`src/rtl/input_controller.sv`:
```
// Four-button front end: synchronise, debounce, edge/auto-repeat FSM per button,
// then a fixed-priority pick that emits at most one registered one-cycle command pulse.
module input_controller #(
    parameter int DEBOUNCE_CYCLES = 500000,
    parameter int REPEAT_DELAY    = 15000000,
    parameter int REPEAT_RATE     = 5000000
) (
    input  logic       clk,
    input  logic       reset,
    input  logic [3:0] btn_in,
    output logic [3:0] controller_out
);

    localparam int DB_W   = $clog2(DEBOUNCE_CYCLES + 1);
    localparam int RP_MAX = (REPEAT_DELAY > REPEAT_RATE) ? REPEAT_DELAY : REPEAT_RATE;
    localparam int RP_W   = $clog2(RP_MAX + 1);

    localparam logic [DB_W-1:0] DB_LAST    = DB_W'(DEBOUNCE_CYCLES - 1);
    localparam logic [RP_W-1:0] DELAY_LAST = RP_W'(REPEAT_DELAY - 1);
    localparam logic [RP_W-1:0] RATE_LAST  = RP_W'(REPEAT_RATE - 1);

    typedef enum logic [1:0] {IDLE, DELAY, REPEAT} state_t;

    logic [3:0] s1_reg;
    logic [3:0] s2_reg;
    logic [3:0] req;
    logic [3:0] grant;

    always_ff @(posedge clk) begin
        if (reset) begin
            s1_reg <= '0;
            s2_reg <= '0;
        end else begin
            s1_reg <= btn_in;
            s2_reg <= s1_reg;
        end
    end

    genvar gi;
    generate
        for (gi = 0; gi < 4; gi++) begin : g_btn
            // Start/rotate (bit 2) fires once per press and never auto-repeats.
            localparam bit REPEATABLE = (gi != 2);

            logic            db_reg;
            logic [DB_W-1:0] db_cnt_reg;
            state_t          state_reg;
            logic [RP_W-1:0] rp_cnt_reg;

            always_ff @(posedge clk) begin
                if (reset) begin
                    db_reg     <= 1'b0;
                    db_cnt_reg <= '0;
                end else if (s2_reg[gi] == db_reg) begin
                    db_cnt_reg <= '0;
                end else if (db_cnt_reg == DB_LAST) begin
                    db_reg     <= s2_reg[gi];
                    db_cnt_reg <= '0;
                end else begin
                    db_cnt_reg <= db_cnt_reg + 1'b1;
                end
            end

            // IDLE with db high can only mean db has just risen.
            assign req[gi] = db_reg &&
                ((state_reg == IDLE) ||
                 (state_reg == DELAY && REPEATABLE && rp_cnt_reg == DELAY_LAST) ||
                 (state_reg == REPEAT && rp_cnt_reg == RATE_LAST));

            always_ff @(posedge clk) begin
                if (reset) begin
                    state_reg  <= IDLE;
                    rp_cnt_reg <= '0;
                end else begin
                    case (state_reg)
                        IDLE: begin
                            rp_cnt_reg <= '0;
                            if (db_reg) state_reg <= DELAY;
                        end
                        DELAY: begin
                            if (!db_reg) begin
                                state_reg  <= IDLE;
                                rp_cnt_reg <= '0;
                            end else if (rp_cnt_reg == DELAY_LAST) begin
                                // Non-repeatable bit parks here until release.
                                if (REPEATABLE) begin
                                    state_reg  <= REPEAT;
                                    rp_cnt_reg <= '0;
                                end
                            end else begin
                                rp_cnt_reg <= rp_cnt_reg + 1'b1;
                            end
                        end
                        REPEAT: begin
                            if (!db_reg) begin
                                state_reg  <= IDLE;
                                rp_cnt_reg <= '0;
                            end else if (rp_cnt_reg == RATE_LAST) begin
                                rp_cnt_reg <= '0;
                            end else begin
                                rp_cnt_reg <= rp_cnt_reg + 1'b1;
                            end
                        end
                        default: begin
                            state_reg  <= IDLE;
                            rp_cnt_reg <= '0;
                        end
                    endcase
                end
            end
        end
    endgenerate

    // Losers are simply dropped; their FSMs have already advanced above.
    always_comb begin
        grant = 4'b0000;
        if (req[2])      grant = 4'b0100;
        else if (req[3]) grant = 4'b1000;
        else if (req[0]) grant = 4'b0001;
        else if (req[1]) grant = 4'b0010;
    end

    always_ff @(posedge clk) begin
        if (reset) controller_out <= 4'b0000;
        else       controller_out <= grant;
    end

endmodule

```
`config.mk`:
```
export PLATFORM = sky130hd
export DESIGN_NAME = input_controller
export DESIGN_NICKNAME = d
export VERILOG_FILES = /design/src/rtl/input_controller.sv
export SDC_FILE = /design/constraint.sdc
export NUM_CORES = 1
export LEC_CHECK = 0
export CORE_MARGIN = 4
export CORE_UTILIZATION = 40
export DETAILED_ROUTE_END_ITERATION = 8
export GPL_TIMING_DRIVEN = 0
export PLACE_DENSITY = 0.66
export SETUP_SLACK_MARGIN = 0.05
export SLEW_MARGIN = 20
export SYNTH_ARGS = -nofsm -noshare
export SYNTH_HDL_FRONTEND = slang
export SYNTH_SLANG_ARGS = --single-unit
```
`constraint.sdc`:
```
create_clock -name clk -period 5 [get_ports clk]
set_input_delay 0.75 -clock clk [delete_from_list [all_inputs] [get_ports clk]]
set_output_delay 0.75 -clock clk [all_outputs]
set_load 0.05 [all_outputs]
```
; ---- After elaboration in Yosys (flattened, before gate mapping)
; Index checks and enable logic that the tools add are counted.
[totals]
regBits = 196
in_bits = 6
out_inout_bits = 4
wordCells = 150
[classes]
n_addsub = 8
n_eq_ne = 36
n_mux = 42
n_bitwise = 4
n_reduce_logical = 38
[op_table]
columns = cell, n
row1 = $mux W24, 16
row2 = $pmux W24 S2, 4
row3 = $add A24 B1 Y24 const B, 4
row4 = $eq A24 B23 Y1 const B, 4
row5 = $eq A24 B24 Y1 const B, 4
row6 = $add A19 B1 Y19 const B, 4
row7 = $eq A19 B19 Y1 const B, 4
row8 = $mux W2, 16
row9 = $pmux W2 S3, 3
row10 = $ne A2 B2 Y1 const B, 8
row11 = $reduce_or A3 Y1, 5
row12 = $logic_and A1 B1 Y1, 11
row13 = $reduce_and A2 Y1, 5
row14 = $ne A3 B2 Y1 const B, 3
row15 = $reduce_and A3 Y1, 3
row16 = $eq A2 B1 Y1 const B, 4
row17 = $eq A2 B2 Y1 const B, 4
row18 = $logic_not A2 Y1, 4
row19 = $logic_or A1 B1 Y1, 7
row20 = $eq A1 B1 Y1, 4
row21 = $mux W4, 1
row22 = $not A1 Y1, 4
row23 = $pmux W2 S2, 1
row24 = $reduce_or A2 Y1, 2
row25 = other kinds (3), 3

; ---- Longest topological paths before layout
; Gate-level depths: netlist (run 1).
[depth]
ltp_word = 9
ltp_mapped = 7
mapped_depth_nobuf = 6

; ---- Worst setup path after synthesis (run 1)
; No wires, ideal clock.
[synth_timing]
path_kind = register -> register
start = register g_btn[1].rp_cnt_reg[15]
end = register g_btn[1].rp_cnt_reg[16]
t_arrival_ns = 1.741
required_time_ns = 4.885
slack_ns = 3.144
path_stages_with_launch = 7
n_path_buf = 1
synth_period_minus_slack_ns = 1.856
cell_sequence = dfxtp_1 > or4b_1 > nor4_2 > a21boi_1 > o211ai_4 > buf_8 > nor2_2
[synth_via]
elab_chain_len = 4
word_cells_on_any_way = 8
cone_classes = add/sub (1) / eq/ne (2) / mux (5)
[synth_rtl]
columns = element, line_no
row1 = start: declaration, 48  ; logic [RP_W-1:0] rp_cnt_reg;
row2 = start signal: assignment, 91  ; rp_cnt_reg <= rp_cnt_reg + 1'b1;
row3 = start signal: assignment, 101  ; rp_cnt_reg <= rp_cnt_reg + 1'b1;
row4 = "$add A24 B1 Y24, or another cell as far along", "91, 101"
row5 = "$mux W24, on equally long branches", "98, 84"
row6 = "$mux W24, on equally long branches", "95, 81"
row7 = $pmux W24 S2 *, 75  ; case (state_reg)
; Mark *: on every way between the ends. The rest lies on a longest branch, timed or not.
; A chain may end at the register's enable or synchronous reset.

; ---- Final worst setup path (run 1)
[layout_timing]
start = register controller_out[2]
end = output controller_out[2]
[layout_rtl]
columns = element, line_no
row1 = start: declaration, 11  ; output logic [3:0] controller_out
row2 = start signal: assignment, 125  ; else controller_out <= grant;
; No word-level cell between the ends.

==> metrics.md, run 1 <==
| Metric | Value |
|---|---|
| Relative slew margins | `48.9%` |
| Filler instances | `1,826` |
| Met3 capacity usage during global routing | `3.65%` |
| Sum of routed wire length over all layers | `13.5 mm` |
| Total via count in the routed design | `5,754` |
| Syn Inst Count | `891` |
| Most numerous cell in the Yosys netlist | `sky130_fd_sc_hd__nor2_1` |
| Total power density per cell area | `309 mW/mm^2` |
| Total number of nets in the final design | `942` |
| Ratio of final minimum period to clock period | `46.8%` |
| Met2 global-route usage | `21.5%` |
| Required time at the worst-slack endpoint | `4.25 ns` |
| Primary flip-flop cell chosen by synthesis mapping | `sky130_fd_sc_hd__dfxtp_1` |
| Pwr Total | `2.71 mW` |
| Number of warnings reported in the yosys synthesis log | `0` |
| Maximum number of pins on one net before global-route repair | `17` |
| Total setup violations reported at the end of the flow | `0` |
| Clock tree from TritonCTS | `built` |
| Deepest level of the CTS H-tree | `4` |
| Final-layout setup total negative slack | `0 ns` |
| CTS max path bufs | `2` |
| Lkg Pwr | `2.59 nW` |
| Post-cts sizing count | `0` |
| Final clock skew | `0.0108 ns` |
| Max stage delay on crit path | `0.82 ns` |
| Cell chosen for the clock root | `sky130_fd_sc_hd__clkbuf_16` |
| Die width | `147 um` |
| Source of the worst register-to-register timing path | `g_btn[3].db_cnt_reg[0]` |
| Total count of max-transition violations in the final report | `0` |
| IO buf count | `9` |
| Worst Slack Setup Final | `2.66 ns` |
| Net count of the mapped netlist | `914` |
| Worst supply voltage drop on vdd | `173 uV` |
| CP Class | `reg -> out` |
| Height of the chip | `147 um` |
| Beginning of the worst hold path | `g_btn[3].rp_cnt_reg[0]` |
| Cell Chain, Critical Path | `clkdlybuf4s50_1` |
| Global route overflow | `0` |
| Share of the synthesized area in the top cell type | `44.0%` |
| Starting utilization of the core area | `41.2%` |
| Fraction of power consumed by the clock network | `48.3%` |
| Post-Syn Area per Cell | `8.73 um^2` |
| Number of flip-flops in the largest register | `76` |
| CP startpoint | `controller_out[2]` |
| Post-DRT Antenna Nets | `0` |
| Num Clock Sinks | `171` |
| Fraction of layout cells with a size suffix above 1 | `7.63%` |
| Number of detailed-route iterations in the first pass | `5` |
| Cell at the slowest stage of the critical path | `sky130_fd_sc_hd__clkdlybuf4s50_1` |
| Critical Path Source Type | `flop` |
| Largest fanout on the critical path | `1` |
| Vias per std cell | `4.83` |
| Post-DR wirelength/cell | `11.4 um` |
| Share of the yosys chip area belonging to registers | `44.0%` |
| All-layer global routing usage | `13.5%` |
| Post-synth design cell area | `0.00778 mm^2` |
| Final hold slack | `0.439 ns` |
| Combinational group share of total power | `1.1%` |
| Vias in the first global route | `5,524` |
| CP arrival | `1.59 ns` |
| Top cell types by occurrence after synthesis | `sky130_fd_sc_hd__nor2_1 (181), sky130_fd_sc_hd__dfxtp_1 (171), sky130_fd_sc_hd__xnor2_1 (83)` |
| Proportion of power drawn by flip-flops and latches | `50.7%` |
| Clock Latency Late Sink | `0.43 ns` |
| Dominant cells by area after synthesis | `sky130_fd_sc_hd__dfxtp_1 (44%), sky130_fd_sc_hd__xnor2_1 (9.3%), sky130_fd_sc_hd__nor2_1 (8.7%), sky130_fd_sc_hd__xor2_1 (6.2%), sky130_fd_sc_hd__nand3_1 (3.2%)` |
| Outcome | `completed` |
| Area leader, netlist | `sky130_fd_sc_hd__dfxtp_1` |
| Top achievable clock speed | `0.428 GHz` |
| Critical Path Sink Type | `output port` |
| Async SR Flop Fraction | `0%` |
| Area growth from synthesis to layout | `12.9%` |
| Clock-pin slew on the worst setup and hold paths | `0.06 ns` |
| Number of antenna violations at the first check in global routing | `0` |
| Post-layout min period | `2.34 ns` |
| Switching power total | `539 uW` |
| Number of remaining DRC errors | `0` |
| Worst-margin pin slew | `0.760 ns` |
| Library cells used by synthesis | `58` |
| Top-level I/O count | `10` |
| Post-detail-place hpwl | `9.45 mm` |
| CP top delay family | `buffers and inverters` |
| Classification of the worst-slack hold path | `reg -> reg` |
| Wire length of the first global-routing pass | `24.8 mm` |
| Cell Int Power | `2.17 mW` |
| Highest-utilization routing layer at the global route stage | `met2` |
| Setup repair after global routing missed its margin | `false` |
| Fin. Hold Viols | `0` |
| Buf/Inv on CP | `1` |
| Switching power as a share of total power | `19.9%` |
| Core ar. | `0.0189 mm^2` |
| Number of register bits inferred by synthesis | `171` |
| Routability congestion estimate from global placement | `0.799` |
| Global-route met1 utilization | `17.8%` |
| Initial drt markers | `307` |
| Count of maximum capacitance violations | `0` |
| Number of buffers inserted by hold repair at cts | `0` |
| Count of flip-flops with a built-in enable after synthesis | `0` |
| Clock buffer count from CTS | `17` |
| Post-CTS setup buffer count | `0` |
| FP Rows | `50` |
| ANT cells | `0` |
| Post-placement worst setup slack | `2.67 ns` |
| Total die area | `0.0217 mm^2` |
cells by family after synthesis:
family / share of synthesized area, %
AOI/OAI and AO/OA: 2.54
and+or+nand+nor: 30.8
adders and majority gates: 2.73
muxes: 0.949
DFF: 44.0
buffers and inverters: 3.43
xor gates and xnor gates: 15.5
through the flow:
stage,cells,area [um^2],util (%)
final,1191,8780,46.5
after global routing,1191,8780,46.5
after CTS,1191,8780,46.5
after detailed placement,1160,8190,43.4
after global placement,1160,8190,43.4
after floorplan,891,7780,-
layout by cell type, fill, tap and decap left out, types with 4 or more instances in the layout:
| master | instances |
|---|---|
| sky130_fd_sc_hd__buf_6 | 4 |
| sky130_fd_sc_hd__ha_1 | 17 |
| sky130_fd_sc_hd__nor4b_1 | 6 |
| sky130_fd_sc_hd__buf_2 | 7 |
| sky130_fd_sc_hd__mux2i_1 | 4 |
| sky130_fd_sc_hd__nand2_1 | 62 |
| sky130_fd_sc_hd__nand4b_1 | 5 |
| sky130_fd_sc_hd__o21ai_0 | 6 |
| sky130_fd_sc_hd__nor2_2 | 10 |
| sky130_fd_sc_hd__and2_1 | 6 |
| sky130_fd_sc_hd__clkbuf_1 | 9 |
| sky130_fd_sc_hd__clkbuf_16 | 17 |
| sky130_fd_sc_hd__nand4_1 | 36 |
| sky130_fd_sc_hd__inv_1 | 32 |
| sky130_fd_sc_hd__xnor2_1 | 83 |
| sky130_fd_sc_hd__dfxtp_1 | 171 |
| sky130_fd_sc_hd__or3_1 | 8 |
| sky130_fd_sc_hd__nor4_1 | 20 |
| sky130_fd_sc_hd__and3_1 | 14 |
| sky130_fd_sc_hd__clkinv_2 | 6 |
| sky130_fd_sc_hd__nor2_1 | 181 |
| sky130_fd_sc_hd__and4_1 | 11 |
| sky130_fd_sc_hd__clkdlybuf4s50_1 | 9 |
| sky130_fd_sc_hd__xor2_1 | 55 |
| sky130_fd_sc_hd__nand3_1 | 49 |
| sky130_fd_sc_hd__nor2b_1 | 12 |
| sky130_fd_sc_hd__nor3b_1 | 6 |
| sky130_fd_sc_hd__nor3_1 | 32 |
per-layer routing:
metal  up-vias  share of wire, %
met3        13               2.3
li1       3065                 -
met2        44                45
met5         -                 0
met4         0               1.2
met1      2632                52
path summary, 6_finish.rpt:
kind | cells past startpoint | slack (ns) | to
setup reg to reg | 7 | 2.74 | g_btn[3].db_cnt_reg[12]
setup / recovery | 1 | 2.66 | controller_out[2]
hold / removal | 1 | 0.44 | g_btn[3].rp_cnt_reg[0]
hold reg to reg | 1 | 0.44 | g_btn[3].rp_cnt_reg[0]
layout make-up:
| class | count | area [um^2] | share of cell area [%] |
|---|---|---|---|
| plain buffers | 23 | 146 | 1.67 |
| clock buffers | 18 | 439 | 5.00 |
| clock inverters | 13 | 151 | 1.72 |
| inverters | 32 | 120 | 1.37 |
| multi-input cells | 665 | 4090 | 46.5 |
| flip-flops and latches | 171 | 3420 | 39.0 |
| well taps | 260 | 325 | 3.70 |
| repair buffers | 9 | 90.1 | 1.03 |
power groups by stage:
stage | Combinational (mW) | Sequential (mW) | Clock, mW
floorplan | 0.0204 | 1.40 | 0
global placement | 0.0296 | 1.40 | 0
detailed placement | 0.0298 | 1.40 | 0
CTS | 0.0302 | 1.37 | 1.35
global route | 0.0346 | 1.37 | 1.40
finish | 0.0296 | 1.37 | 1.31
Note: power is estimated with default switching activity, not from simulation.
==> run 2, diff against run 1 <==
==> constraint.sdc (replaced) <==
create_clock -name clk -period 2.4 [get_ports clk]
set_input_delay 0.36 -clock clk [delete_from_list [all_inputs] [get_ports clk]]
set_output_delay 0.36 -clock clk [all_outputs]
set_load 0.05 [all_outputs]
==> metrics.md, run 2 (synthesized netlist as in run 1, its figures left out) <==
| Metric | Value |
|---|---|
| CP Class | `reg -> reg` |
| Total via count in the routed design | `5,759 (+0.087%)` |
| Total power density per cell area | `643 mW/mm^2 (+110%)` |
| Cell at the slowest stage of the critical path | `sky130_fd_sc_hd__nor4_1` |
| ANT cells | `0 (unchanged)` |
| Clock tree from TritonCTS | `built` |
| Max stage delay on crit path | `0.51 ns (-0.31 ns)` |
| Largest fanout on the critical path | `10 (+9)` |
| Total setup violations reported at the end of the flow | `0 (unchanged)` |
| Most common cell after layout, fill and taps aside | `sky130_fd_sc_hd__nor2_1` |
| Critical R2R Capture | `g_btn[1].db_cnt_reg[14]` |
| Critical Path Source Type | `flop` |
| Sum of routed wire length over all layers | `13.6 mm (+0.41%)` |
| CP arrival | `2.46 ns (+0.87 ns)` |
| Fin. Hold Viols | `0 (unchanged)` |
| Starting utilization of the core area | `41.2% (unchanged)` |
| Number of antenna violations at the first check in global routing | `0 (unchanged)` |
| Top achievable clock speed | `0.465 GHz` |
| Die width | `147 um (unchanged)` |
| Required time at the worst-slack endpoint | `2.71 ns (-1.54 ns)` |
| Global route overflow | `0 (unchanged)` |
| Cell chosen for the clock root | `sky130_fd_sc_hd__clkbuf_16` |
| FP Rows | `50 (unchanged)` |
| Post-layout min period | `2.15 ns` |
| Top-level I/O count | `10 (unchanged)` |
| Setup repair after global routing missed its margin | `false` |
| Total number of nets in the final design | `941 (-0.11%)` |
| Number of remaining DRC errors | `0 (unchanged)` |
| Post-cts sizing count | `0 (unchanged)` |
| Number of flip-flops in the largest register | `76 (unchanged)` |
| Pwr Total | `5.65 mW (+110%)` |
| Critical Path Sink Type | `flop` |
| Clock buffer count from CTS | `17 (unchanged)` |
| CP top delay family | `simple AND/OR/NAND/NOR gates` |
| Height of the chip | `147 um (unchanged)` |
| Cell depth of the worst flop-to-flop path | `7 (unchanged)` |
| CTS max path bufs | `2 (unchanged)` |
| Relative slew margins | `49.0% (+0.11 points)` |
| Beginning of the worst hold path | `s1_reg[3]` |
| Final hold slack | `0.440 ns (+0.000643 ns)` |
| Highest-count cells in the layout ignoring fill and taps | `sky130_fd_sc_hd__nor2_1 (181), sky130_fd_sc_hd__dfxtp_1 (171), sky130_fd_sc_hd__xnor2_1 (83)` |
| Final clock skew | `0.0108 ns (+0.0000173 ns)` |
| Post-detail-place hpwl | `9.45 mm (unchanged)` |
| IO buf count | `9 (unchanged)` |
| Capture endpoint of the worst hold path | `s2_reg[3]` |
| Number of cells on the worst hold path | `1 (unchanged)` |
| Clock Latency Late Sink | `0.43 ns (about the same)` |
| Routability congestion estimate from global placement | `0.799 (unchanged)` |
| Num Clock Sinks | `171 (unchanged)` |
| Final-layout setup total negative slack | `0 ns (unchanged)` |
| Outcome | `completed` |
| Core ar. | `0.0189 mm^2 (unchanged)` |
| Total count of max-transition violations in the final report | `0 (unchanged)` |
| Vias per std cell | `4.84 (+0.17%)` |
| Wire length of the first global-routing pass | `24.8 mm (unchanged)` |
| All-layer global routing usage | `13.5% (unchanged)` |
| Vias in the first global route | `5,524 (unchanged)` |
| Buf/Inv on CP | `2 (+1)` |
| Ratio of final minimum period to clock period | `89.6%` |
| Post-DR wirelength/cell | `11.4 um (+0.49%)` |
| Post-CTS setup buffer count | `0 (unchanged)` |
| Deepest level of the CTS H-tree | `4 (unchanged)` |
| Crit path top cell by count | `sky130_fd_sc_hd__buf_2` |
| Cell Chain, Critical Path | `ha_1 > nand4_1 > nor4_1 > or3_1 > buf_2 > buf_2 > nor2_1` |
| Fraction of layout cells with a size suffix above 1 | `7.74% (+0.12 points)` |
| Lkg Pwr | `2.59 nW (about the same)` |
| Number of detailed-route iterations in the first pass | `4 (-1)` |
| Reg2Reg Setup Slack | `0.25 ns (-2.49 ns)` |
| Source of the worst register-to-register timing path | `g_btn[1].db_cnt_reg[0]` |
| Total die area | `0.0217 mm^2 (unchanged)` |
| Initial drt markers | `307 (unchanged)` |
| Classification of the worst-slack hold path | `reg -> reg` |
| Number of buffers inserted by hold repair at cts | `0 (unchanged)` |
| Maximum number of pins on one net before global-route repair | `17 (unchanged)` |
| Clock-pin slew on the worst setup and hold paths | `0.06 ns (about the same)` |
| Filler instances | `1,825 (-0.055%)` |
| Count of maximum capacitance violations | `0 (unchanged)` |
| Worst-margin pin slew | `0.758 ns (-0.00164 ns)` |
| Post-DRT Antenna Nets | `0 (unchanged)` |
| Worst supply voltage drop on vdd | `361 uV (+110%)` |
| Area growth from synthesis to layout | `13.0% (about the same)` |
-- run 2: layer usage --
| layer | vias up | wire (um) | global-route usage [%] |
|---|---|---|---|
| li1 | 3065 | - | - |
| met5 | - | 0 | 0 |
| met3 | 14 | 315 | 3.65 |
| met4 | 0 | 170 | 4.29 |
| met2 | 46 | 6060 | 21.5 |
| met1 | 2634 | 7050 | 17.8 |
-- run 2: layout make-up --
| class | count | area, um^2 | share of cell area, % |
|---|---|---|---|
| multi-input cells | 665 | 4100 | 46.6 |
| flip-flops and latches | 171 | 3420 | 39.0 |
| clock buffers | 18 | 439 | 5.00 |
| well taps | 260 | 325 | 3.70 |
| clock inverters | 13 | 151 | 1.72 |
| plain buffers | 22 | 143 | 1.62 |
| inverters | 32 | 120 | 1.37 |
| repair buffers | 9 | 90.1 | 1.03 |
-- run 2: metrics by stage --
step	util [%]	setup slack [ns]	std cells	area [um^2]
after floorplan	-	0.544	891	7780
after global placement	43.4	0.162	1160	8190
after detailed placement	43.4	0.163	1160	8190
after CTS	46.5	0.142	1191	8780
after global routing	46.5	0.0606	1190	8790
final	46.5	0.249	1190	8790
-- run 2: worst max path at each step --
stage | startpoint | endpoint | cells past startpoint
after floorplan | g_btn[1].rp_cnt_reg[15] | g_btn[1].rp_cnt_reg[16] | 6
after detailed placement | g_btn[3].db_cnt_reg[0] | g_btn[3].db_cnt_reg[18] | 7
after global placement | g_btn[3].db_cnt_reg[0] | g_btn[3].db_cnt_reg[11] | 7
final | g_btn[1].db_cnt_reg[0] | g_btn[1].db_cnt_reg[14] | 7
after global routing | g_btn[1].db_cnt_reg[0] | g_btn[1].db_cnt_reg[14] | 7
after CTS | g_btn[3].db_cnt_reg[0] | g_btn[3].db_cnt_reg[12] | 7
-- run 2: power by group --
| group | switching, mW | total, mW | internal, mW |
|---|---|---|---|
| registers | 0.00866 | 2.86 | 2.85 |
| logic | 0.0328 | 0.0613 | 0.0286 |
| clock network | 1.08 | 2.73 | 1.65 |
| total | 1.13 | 5.65 | 4.53 |
==> patch, RTL diff (flow settings as in run 2) <==
Set the parameter `REPEAT_RATE` to 1250000 (it was 5000000).
--- a/src/rtl/input_controller.sv
+++ b/src/rtl/input_controller.sv
@@ -4,5 +4,5 @@
     parameter int DEBOUNCE_CYCLES = 500000,
     parameter int REPEAT_DELAY    = 15000000,
-    parameter int REPEAT_RATE     = 5000000
+    parameter int REPEAT_RATE     = 1250000
 ) (
     input  logic       clk,
Function: no difference found for any inputs over 4 cycles, from zero or initial values and one cycle with reset high; that may be too few to reach the edited logic, so the function may still have changed.
==> patch against run 2 <==
Via count rose by 3.6%; routed wire length rose by 7.8%; design area fell by 0.53%; sequential share of layout area rose by 0.21 points; power fell by 1.5%; worst setup slack got worse by 0.026 ns; maximum frequency fell by 1.2%; largest power group unchanged; highest routed layer unchanged; area after synthesis fell by 0.53%; sequential cell count did not move.
==> patch: results (changes against run 2) <==
- The total length of routed met2 wires is 6.331 mm (+4.5%).
- The reported leakage power was 2.514 nW (-2.8%).
- The routed length on met3 is 458 µm (+45%).
- The maximum resistive drop on vdd is 0.4780 mV (+33%).
- The sequential element share of the synthesized area is 44.24% (+0.23 points).
- The flop-to-flop setup slack is 0.22 ns (-0.03 ns).
- The layout filler cell count is 1880 (+3.0%).
- The global routing met1 resource utilization is 19.03% (+1.2 points).
- The final-report hold violation count is 0 (unchanged).
- The net count reported at finish is 947 (+0.64%).
- The summed instance area of the synthesized netlist is 0.007737 mm² (-0.53%).
- The final clock skew is 0.009697 ns (-0.001072 ns).
- The worst path arrival time is 2.49 ns (+0.03 ns).
- The violation count after the first detailed-routing iteration came to 268 (-13%).
- The global-route total usage across every layer is 13.91% (+0.46 points).
- After synthesis, the most frequently instantiated cells are 186 x nor2_1, 171 x dfxtp_1, 84 x xnor2_1.
- The share of final layout cell area taken by clock buffers and inverters came to 6.427% (-0.29 points).
- The endpoint identified for the worst register-to-register timing path is g_btn[1].rp_cnt_reg[17]$_SDFF_PP0_.
- The met2 capacity usage during global routing was 21.15% (-0.35 points).
- The final cell count without fillers came to 1195 (+0.42%).
- The wire length on met1 came to 7.731 mm (+9.6%).
- The remaining max-slew budget at the tightest pin was 49.78% (+0.78 points).
- The net count of the mapped netlist is 923 (+0.98%).
- The number of clock buffers in the layout was 24 (+6).
- The fraction of synthesized cell area in xor and xnor cells was 15.51% (-0.030 points).
- The met3 layer usage reported by global route is 4.195% (+0.55 points).
- The power dissipated in the clock network was 2.64 mW (-3%).
- The depth of the most critical reg-to-reg path was 6 (-1).
- The placer's final routability congestion estimate is 0.8145 (+2.0%).
- The data-path buffer share of cell area in the final layout is 2.362% (-0.29 points).
- The layout cell share with drive strength beyond 1 is 5.134% (-2.6 points).
- The fraction of the mapped netlist area in adder cells was 2.749% (+0.015 points).
- The cell area after placement came to 0.008153 mm² (-0.50%).
- The multi-input combinational cell count is 672 (+1.1%).
- The number of antenna violations at the first check in global routing is 0 (unchanged).
- The footprint of the multi-input gates came to 0.004111 mm² (+0.40%).
- The distinct cell type count of the synthesized netlist is 45 (-22%).
- The number of global-route vias before repair is 5490 (-0.62%).
- The detailed-route wire length is 14.66 mm (+7.8%).
- The pre-CTS setup slack was -0.2126 ns (-0.3757 ns).
- The flow ran to the end, and the final reports show no timing, DRC or antenna violations.
- The wire length of the first global-routing pass is 25.49 mm (+2.8%).
- The layout inverter count without the clock tree was 30 (-6.3%).
- The fraction of power spent switching nets came to 19.94% (about the same).
- The final period demand of the worst path is 2.177 ns (+0.02610 ns).
patch: critical path: stages, from the launching register on:
cell and delay [ns]:
dfxtp_1 0.36, or4b_1 0.52, or4_1 0.45, o21ai_1 0.25, a211o_2 0.23, buf_4 0.18, nor2_1 0.06
patch: worst min path at each step:
stage,start,end,slack (ns)
6_report,s1_reg[2]$_SDFF_PP0_,s2_reg[2]$_SDFF_PP0_,0.44
2_1_floorplan,g_btn[1].rp_cnt_reg[0]$_SDFF_PP0_,g_btn[1].rp_cnt_reg[0]$_SDFF_PP0_,0.41
4_1_cts,s1_reg[2]$_SDFF_PP0_,s2_reg[2]$_SDFF_PP0_,0.44
5_1_grt,s1_reg[2]$_SDFF_PP0_,s2_reg[2]$_SDFF_PP0_,0.45
3_5_place_dp,s1_reg[1]$_SDFF_PP0_,s2_reg[1]$_SDFF_PP0_,0.43
3_3_place_gp,s1_reg[2]$_SDFF_PP0_,s2_reg[2]$_SDFF_PP0_,0.42
